===== src/rtl/htc_pkg.sv =====
// Shared widths, word-state encoding and compare helper for the hash target checker.
package htc_pkg;

    localparam int unsigned HASH_W         = 256;
    localparam int unsigned WORD_W         = 64;
    localparam int unsigned WORDS_PER_HASH = 4;
    localparam int unsigned TGT_WORD_W     = 32;
    localparam int unsigned TGT_WORDS      = 8;

    typedef enum logic [1:0] {W0, W1, W2, W3} word_state_t;

    // One step of a least-significant-word-first "hash <= target" evaluation.
    function automatic logic word_le(input logic [WORD_W-1:0] h,
                                     input logic [WORD_W-1:0] t,
                                     input logic              le_prev);
        return (h < t) | ((h == t) & le_prev);
    endfunction

endpackage


===== src/rtl/fifo_in_out.sv =====
// First-word-fall-through FIFO with occupancy count; a pop frees space for a same-cycle push.
module fifo_in_out #(
    parameter int unsigned DINWIDTH  = 32,
    parameter int unsigned DOUTWIDTH = 32,
    parameter int unsigned DEPTH     = 16
) (
    input  logic                     clk,
    input  logic                     rst,
    input  logic [DINWIDTH-1:0]      din,
    input  logic                     we,
    input  logic                     re,
    output logic [DOUTWIDTH-1:0]     dout,
    output logic                     empty,
    output logic                     full,
    output logic [$clog2(DEPTH):0]   count
);

    localparam int unsigned AW = $clog2(DEPTH);
    localparam logic [AW:0] FULL_CNT = DEPTH[AW:0];

    logic [DINWIDTH-1:0] mem_q [DEPTH];
    logic [AW-1:0]       wr_ptr_q;
    logic [AW-1:0]       rd_ptr_q;
    logic [AW:0]         count_q;
    logic                do_rd;
    logic                do_wr;

    always_comb begin
        empty = (count_q == '0);
        full  = (count_q == FULL_CNT);
        do_rd = re & ~empty;
        do_wr = we & (~full | do_rd);
        count = count_q;
        dout  = empty ? '0 : mem_q[rd_ptr_q];
    end

    always_ff @(posedge clk) begin
        if (rst) begin
            wr_ptr_q <= '0;
            rd_ptr_q <= '0;
            count_q  <= '0;
        end else begin
            if (do_wr) wr_ptr_q <= wr_ptr_q + 1'b1;
            if (do_rd) rd_ptr_q <= rd_ptr_q + 1'b1;
            case ({do_wr, do_rd})
                2'b10:   count_q <= count_q + 1'b1;
                2'b01:   count_q <= count_q - 1'b1;
                default: count_q <= count_q;
            endcase
        end
    end

    always_ff @(posedge clk) begin
        if (do_wr) mem_q[wr_ptr_q] <= din;
    end

endmodule


===== src/rtl/hash_target_check.sv =====
// Compares each 256-bit heavy-hash against the loaded target and queues winning nonces.
// Statistics counters are built only when HTC_STATS_EN is defined.
module hash_target_check
    import htc_pkg::*;
#(
    parameter int unsigned RES_DEPTH = 16
) (
    input  logic                  clk,
    input  logic                  rst,
    input  logic [WORD_W-1:0]     hh_data,
    input  logic                  hh_we,
    output logic                  hh_out_re,
    input  logic [31:0]           nonce_in,
    output logic                  nonce_re,
    input  logic                  target_we,
    input  logic [TGT_WORD_W-1:0] target_din,
    output logic                  target_valid,
    input  logic                  res_re,
    output logic [31:0]           res_nonce,
    output logic                  res_empty,
    output logic                  res_full,
    output logic [31:0]           hash_cnt,
    output logic [31:0]           hit_cnt,
    output logic [31:0]           drop_cnt
);

    localparam int unsigned CW = $clog2(RES_DEPTH) + 1;
    localparam logic [CW-1:0] READY_MAX = CW'(RES_DEPTH - 3);

    word_state_t                             state_q;
    logic                                    le_q;
    logic                                    hit_q;
    logic [31:0]                             nonce_q;
    logic [HASH_W-1:0]                       shadow_q;
    logic [HASH_W-1:0]                       tgt_active_q;
    logic [TGT_WORDS-1:0][TGT_WORD_W-1:0]    tgt_stage_q;
    logic [2:0]                              wr_cnt_q;
    logic                                    tgt_valid_q;

    logic [WORDS_PER_HASH-1:0][WORD_W-1:0]   cmp_words;
    logic                                    le_prev;
    logic                                    le_next;
    logic                                    w3_acc;
    logic [CW-1:0]                           res_count;

    // The W0 word compares against the live target, which is the same value the shadow captures.
    always_comb begin
        cmp_words = (state_q == W0) ? tgt_active_q : shadow_q;
        le_prev   = (state_q == W0) ? 1'b1 : le_q;
        le_next   = word_le(hh_data, cmp_words[state_q], le_prev);
        w3_acc    = hh_we & (state_q == W3) & ~rst;
    end

    assign nonce_re     = w3_acc;
    assign target_valid = tgt_valid_q;
    assign hh_out_re    = (res_count <= READY_MAX);

    always_ff @(posedge clk) begin
        if (rst) begin
            state_q      <= W0;
            le_q         <= 1'b1;
            hit_q        <= 1'b0;
            nonce_q      <= '0;
            shadow_q     <= '0;
            tgt_active_q <= '0;
            tgt_stage_q  <= '0;
            wr_cnt_q     <= '0;
            tgt_valid_q  <= 1'b0;
        end else begin
            hit_q <= 1'b0;
            if (state_q == W0) shadow_q <= tgt_active_q;
            if (hh_we) begin
                le_q <= le_next;
                case (state_q)
                    W0: state_q <= W1;
                    W1: state_q <= W2;
                    W2: state_q <= W3;
                    W3: begin
                        state_q <= W0;
                        le_q    <= 1'b1;
                        nonce_q <= nonce_in;
                        hit_q   <= le_next & tgt_valid_q;
                    end
                    default: state_q <= W0;
                endcase
            end
            if (target_we) begin
                tgt_stage_q[wr_cnt_q] <= target_din;
                wr_cnt_q              <= wr_cnt_q + 3'd1;
                if (wr_cnt_q == 3'd7) begin
                    tgt_active_q <= {target_din, tgt_stage_q[6:0]};
                    tgt_valid_q  <= 1'b1;
                end
            end
        end
    end

    fifo_in_out #(
        .DINWIDTH  (32),
        .DOUTWIDTH (32),
        .DEPTH     (RES_DEPTH)
    ) u_res_fifo (
        .clk   (clk),
        .rst   (rst),
        .din   (nonce_q),
        .we    (hit_q),
        .re    (res_re),
        .dout  (res_nonce),
        .empty (res_empty),
        .full  (res_full),
        .count (res_count)
    );

`ifdef HTC_STATS_EN
    logic [31:0] hash_cnt_q;
    logic [31:0] hit_cnt_q;
    logic [31:0] drop_cnt_q;

    // A same-cycle pop makes room, so only a push into a full FIFO without res_re is lost.
    always_ff @(posedge clk) begin
        if (rst) begin
            hash_cnt_q <= '0;
            hit_cnt_q  <= '0;
            drop_cnt_q <= '0;
        end else begin
            if (w3_acc) hash_cnt_q <= hash_cnt_q + 32'd1;
            if (w3_acc & le_next & tgt_valid_q) hit_cnt_q <= hit_cnt_q + 32'd1;
            if (hit_q & res_full & ~res_re) drop_cnt_q <= drop_cnt_q + 32'd1;
        end
    end

    assign hash_cnt = hash_cnt_q;
    assign hit_cnt  = hit_cnt_q;
    assign drop_cnt = drop_cnt_q;
`else
    assign hash_cnt = '0;
    assign hit_cnt  = '0;
    assign drop_cnt = '0;
`endif

endmodule

===== config.mk =====
export PLATFORM = sky130hd
export DESIGN_NAME = hash_target_check
export DESIGN_NICKNAME = d
export VERILOG_FILES = /design/src/rtl/htc_pkg.sv /design/src/rtl/fifo_in_out.sv /design/src/rtl/hash_target_check.sv
export SDC_FILE = /design/constraint.sdc
export NUM_CORES = 2
export LEC_CHECK = 0
export BUFFER_PORTS_ARGS = -buffer_cell sky130_fd_sc_hd__buf_2
export CORE_ASPECT_RATIO = 1.25
export CORE_MARGIN = 1.5
export CORE_UTILIZATION = 45
export DETAILED_ROUTE_END_ITERATION = 8
export GPL_TIMING_DRIVEN = 0
export PLACE_DENSITY_LB_ADDON = 0.15
export SETUP_SLACK_MARGIN = 0.5
export SLEW_MARGIN = 40
export SYNTH_ARGS = -nofsm -noshare
export SYNTH_HDL_FRONTEND = slang
export SYNTH_SLANG_ARGS = --single-unit

===== constraint.sdc =====
create_clock -name clk -period 5.55 [get_ports clk]
set_input_delay 0.555 -clock clk [delete_from_list [all_inputs] [get_ports clk]]
set_output_delay 0.555 -clock clk [all_outputs]
set_load 0.02 [all_outputs]

# --- Word-level counts from Yosys, hierarchy flattened ---
# Memories as Yosys holds them, arrays and structs flattened. A register that Yosys moved wholly into a read port is not among the register bits.
# Index checks and enable logic that the tools add are counted.
classes:
  add_sub_neg: 5
  mul: 0
  n_div: 0
  n_lt_le_gt_ge: 5
  n_eq_ne: 8
  shift: 0
  muxes: 15
  n_bitwise: 13
  reduce_logical: 7
op_table:
  columns: ["op", "count"]
  rows:
  - ["bitwise mux 256 bit", 1]
  - ["two-way mux 256 bit", 1]
  - ["binary-select mux 64 bit (select 2 bit)", 1]
  - ["demux 32 bit (select 3 bit)", 1]
  - ["equality test 64 bit", 1]
  - ["< comparator 64 bit", 1]
  - ["two-way mux 32 bit", 2]
  - ["two-way mux 64 bit", 1]
  - ["one-hot mux 5 bit (2 select lines)", 1]
  - ["adder 4 x 1 -> 4 bit (second input constant)", 2]
  - ["two-way mux 4 bit", 2]
  - ["one-hot mux 2 bit (4 select lines)", 1]
  - ["AND 1 bit", 6]
  - ["equality test 2 bit (second input constant)", 3]
  - ["adder 5 x 1 -> 5 bit (second input constant)", 1]
  - ["equality test 5 bit (second input constant)", 1]
  - ["<= comparator 5 x 4 -> 1 bit (second input constant)", 1]
  - ["logical NOT 5 bit", 1]
  - ["NOT 1 bit", 5]
  - ["subtractor 5 x 1 -> 5 bit (second input constant)", 1]
  - ["equality test 2 x 1 -> 1 bit (second input constant)", 2]
  - ["< comparator 3 x 4 -> 1 bit (second input constant)", 1]
  - ["two-way mux 1 bit", 4]
  - ["AND reduction 2 bit", 2]
  - ["other kinds (9)", 10]
word_totals:
  register_bits: 821
  latchBits: 0
  ramBits: 512
  romBits: 0
  word_cells: 73
  mem_count: 1
memory_table:
  columns: ["name", "depth", "word_bits", "rd", "rd_ports_with_merged_regs", "wr", "line_no", "rtl"]
  rows:
  - ["u_res_fifo.mem_q", 16, 32, 1, 1, 1, "fifo_in_out.sv:21", "logic [DINWIDTH-1:0] mem_q [DEPTH];"]

# --- Depth between registers and ports, before layout ---
logic_depth:
  depth_word: 8
  depth_mapped: 18

# --- Modules after synthesis ---
# Synthesis repeated with hierarchy kept, for this count alone.
hier_totals:
  hier_cells: 4328
  hier_area_um2: 50803.7
modules_own_cells:
  columns: ["module", "n_inst", "cells_per_inst", "area_each_um2", "seq_area_each_um2"]
  rows:
  - ["hash_target_check", 1, 3414, 30322.8, 15534.9]
  - ["fifo_in_out", 1, 914, 20480.9, 15715.1]

# --- Worst setup path before layout ---
# Ideal clock, no wire load.
synth_path:
  path_kind: "register to register"
  from: "reg state_q[0]"
  to: "reg le_q"
  setup_time_ps: 70
  arrival_ps: 3865
  required_ps: 5480
  path_slack_ps: 1616
  path_stages_with_launch: 18
  path_buffers: 5
  synth_period_minus_slack_ps: 3934
  cell_sequence: "dfxtp_1 -> inv_1 -> buf_2 -> buf_2 -> ha_1 -> clkbuf_1 -> buf_2 -> buf_2 -> mux2i_1 -> mux4_2 -> ha_1 -> a21o_1 -> a221o_1 -> a221oi_1 -> o21a_1 -> mux2_2 -> a21oi_1 -> a21oi_1"
synth_between:
  elab_chain_cells: 8
synth_lines:
  columns: ["element", "line_no", "rtl"]
  rows:
  - ["start, declared", "hash_target_check.sv:30", "word_state_t state_q;"]
  - ["start signal, assigned", "hash_target_check.sv:60", "state_q <= W0;"]
  - ["start signal, assigned", "hash_target_check.sv:75", "W0: state_q <= W1;"]
  - ["start signal, assigned", "hash_target_check.sv:76", "W1: state_q <= W2;"]
  - ["branches (longest 7 deep; another with < comparator 64 bit)", null, null]
  - ["two-way mux 1 bit *", "hash_target_check.sv:74", "case (state_q)"]
  - ["end signal, assigned", "hash_target_check.sv:73", "le_q <= le_next;"]
  - ["end, declared", "hash_target_check.sv:31", "logic le_q;"]
# Every way passes the cells marked *. The select of a mux whose other input is x is not followed.
# A chain may end at the register's enable or synchronous reset.

# --- Final worst setup path ---
# Ends and elaborated chain as after synthesis.

==> results.yml <==
run_status:
  status: "completed"
die:
  placementRows: 137
  die_area_sq_um: 114500
  core_sq_um: 111600
  dieWidth_um: 303.0
  pin_count: 266
  dieHeight_um: 378.0
  initial_core_util: 0.4537
logic_synthesis:
  synth_top_area_share: 0.3135
  synth_common_cells: "992 x nand2_1, 793 x dfxtp_1, 512 x edfxtp_1, 510 x a21oi_1, 307 x nor2_1"
  netlist_top_cells_area: "dfxtp_1 31%, edfxtp_1 30%, mux4_2 9.9%"
  ys_seq_elements: 1305
  syn_area_sq_um: 50630
  yosysTopAreaCell: "dfxtp_1"
  async_flop_share: 0
  ys_warn_count: 0
  synth-edff-count: 512
  yosysSeqAreaShare: 0.6172
  synth_cell_type_count: 44
  yosysMostFrequentCell: "nand2_1"
  netlist_instances: 4267
  syn_area_per_cell_sq_um: 11.87
  synthFlopType: "dfxtp_1"
timing:
  relSlewSlack: 0.4115
  clock-skew-final_ns: 0.02591
  slew_violations: 0
  min_period_over_period: 0.8692
  timing.fmax_mhz: 207.3
  final-hold-violation-count: 0
  final.setup.tns_ns: 0
  period_needed_ns: 4.824
  worstMarginPinSlew_ns: 0.8827
  rsz0062_at_grt: "false"
  setup_viol: 0
clock_tree:
  clockBufferDepth: 3
  cts_buffers: 130
  cts_tree: "built"
  clkLatencyLatePin_ns: 0.75
  clk_pin_slew_ns: 0.06
  cts_root_buf: "clkbuf_16"
  clock_sinks: 1305
  cts_htree_levels: 4
setup_path:
  path_cells: "inv_1 -> buf_4 -> buf_6 -> ha_1 -> clkbuf_2 -> clkbuf_4 -> buf_4 -> mux2i_1 -> mux4_2 -> ha_1 -> nand4_1 -> nor4_4 -> o21ai_0 -> a31oi_1 -> a211oi_4 -> a21oi_2 -> a21oi_1"
  cp_num_buf_inv: 6
  cp_data_required_time_ns: 6.18
  worstSetupEndpointType: "flop"
  cp.arrival_ns: 5.46
  r2r_cells: 17
  critPathMaxStageDelay_ns: 0.52
  path_depth: 17
  slowest_stage: "mux4_2"
  cp-start-kind: "flop"
  cpLargestDelayFamily: "buffers and inverters"
  worstSetupPathType: "reg2reg"
  crit_fanout: 11
place:
  dp_hpwl_um: 103600
  portBuffers: 136
  gp_congestion: 0.9060
  place_area_sq_um: 54630
power_and_ir_drop:
  switching_share: 0.2193
  power_frac_clock: 0.455
  finalPower_mw: 20.18
  power_frac_seq: 0.494
  power_density_nw_per_um2: 339.7
  power.switching_mw: 4.426
  p_leak_nw: 20.24
  peakVddDrop_v: 0.0003416
  comb_power_share: 0.051
  p_int_mw: 15.76
global_routing:
  gr-total-overflow: 0
  grt_first_pass_wirelength_um: 212500
  grt_usage: 0.2546
  grt_max_degree: 18
  grt_pass1_vias: 32840
  antenna_found_initial: 14
drt:
  wl_per_cell_um: 23.22
  firstDrtPassIters: 7
  vias: 33430
  remaining_drc_errors: 0
  drtAntennaViolNets: 0
  routed_wl_um: 145800
  avgViaCountPerCell: 5.325
  initialDrtViolationCount: 2642
hold_path:
  holdPathStages: 2
  hold_path.class: "in2reg"
final_layout:
  area_growth_pct: 17.34
  fin_nets: 4915
  fin_util: 0.5324
  layout-drive-gt1-share: 0.1798
  n_fill_cell: 9787
  fin_area_sq_um: 59410
job:
  max_cap_violations: 0
[path summary, 6_finish.rpt]
kind / from / endpoint / slack (ns)
hold reg to reg: tgt_stage_q[103] / tgt_active_q[103] / 0.44
setup reg to reg: state_q[0] / le_q / 0.73
setup / recovery: state_q[0] / le_q / 0.73
hold / removal: nonce_in[16] / nonce_q[16] / 0.04
[final cells by class]
class	instances	area, sq um	share of cell area
Inverter	14	52.55	0.0008846
Sequential cell	1305	31250	0.5260
Clock inverter	41	464.2	0.007814
Antenna cell	10	25.02	0.0004212
Multi-Input combinational cell	2635	17820	0.3000
Tap cell	1459	1826	0.03073
Clock buffer	198	4035	0.06792
Timing Repair Buffer	209	1737	0.02923
Buffer	408	2196	0.03696
[metal layers]
layer / track usage / share of wire / vias up / wire (um)
met5: 0 / 0.00049 / - / 71
met4: 0.09631 / 0.035 / 12 / 5112
met3: 0.03746 / 0.060 / 225 / 8766
met2: 0.4420 / 0.50 / 1062 / 73040
met1: 0.3191 / 0.40 / 16520 / 58830
li1: - / - / 15620 / -
[cells in the final DEF (no fill, tap or decap), types with 9 or more instances in the layout]
master,count
bufinv_16,10
nor2_1,293
clkinv_2,18
a21o_1,11
clkbuf_1,218
conb_1,96
dfxtp_1,793
buf_4,174
diode_2,10
inv_1,14
a21oi_1,508
ha_1,78
buf_2,157
mux4_2,223
a22o_1,32
clkbuf_8,28
o21ai_0,9
clkbuf_2,33
buf_1,16
nor2_4,12
edfxtp_1,512
nand2_1,992
nor2b_1,36
buf_8,14
nand4_1,13
mux2i_1,260
clkbuf_16,142
buf_16,20
[power by group through the flow]
stage / Sequential [mW] / Clock [mW] / Combinational [mW]
3_5_place_dp: 10.2 / 0 / 1.00
2_1_floorplan: 10.2 / 0 / 0.640
6_report: 9.97 / 9.18 / 1.03
5_1_grt: 9.97 / 9.64 / 1.09
4_1_cts: 9.97 / 9.31 / 1.03
3_3_place_gp: 10.2 / 0 / 0.992
[sequential cells by signal (all words and copies together), names as in the netlist, named ones only]
| register | flops |
|---|---|
| shadow_q | 256 |
| u_res_fifo.wr_ptr_q | 4 |
| u_res_fifo.rd_ptr_q | 4 |
| u_res_fifo.count | 5 |
| hit_q | 1 |
| tgt_active_q | 256 |
| u_res_fifo.mem_q | 512 |
| tgt_stage_q | 224 |
| target_valid | 1 |
| nonce_q | 32 |
| le_q | 1 |
| state_q | 2 |
| wr_cnt_q | 3 |
[metrics by stage]
step                      std cells  setup WS (ns)  hold WS, ns
after global routing           6269         0.5506      0.02137
after CTS                      6267         0.5861     0.002076
final                          6279         0.7257      0.03736
after floorplan                4362          1.616       0.4321
after detailed placement       6021        -0.8189       0.4431
after global placement         5957         -1.378       0.4352
[worst reg2reg max path, cell delays in order (launching register included)]
cell,delay [ns]
dfxtp_1,0.35
inv_1,0.17
buf_4,0.29
buf_6,0.27
ha_1,0.18
clkbuf_2,0.21
clkbuf_4,0.30
buf_4,0.28
mux2i_1,0.17
mux4_2,0.52
ha_1,0.31
nand4_1,0.30
nor4_4,0.45
o21ai_0,0.14
a31oi_1,0.25
a211oi_4,0.11
a21oi_2,0.30
a21oi_1,0.11
[kinds of logic (layout without fill, tap and decap cells)]
family,Yosys count,after routing,share of synthesized area
compound gates,580,580,0.06124
xor+xnor,11,11,0.001903
fa+ha+maj,79,79,0.01967
buf+inv,422,870,0.04226
flops,1305,1305,0.6172
mux,484,484,0.1508
other cells,1,106,0.00007407
simple gates,1385,1385,0.1068
[what timing repair did]
action                     4_1_cts  5_1_grt
hold endpoints to repair         5        0
resized for setup               40        4
setup endpoints to repair        2        2
pin swaps                        3        1
hold buffers                     5        0
buffers inserted                 2        1
Note: power is estimated with default switching activity, not from simulation.
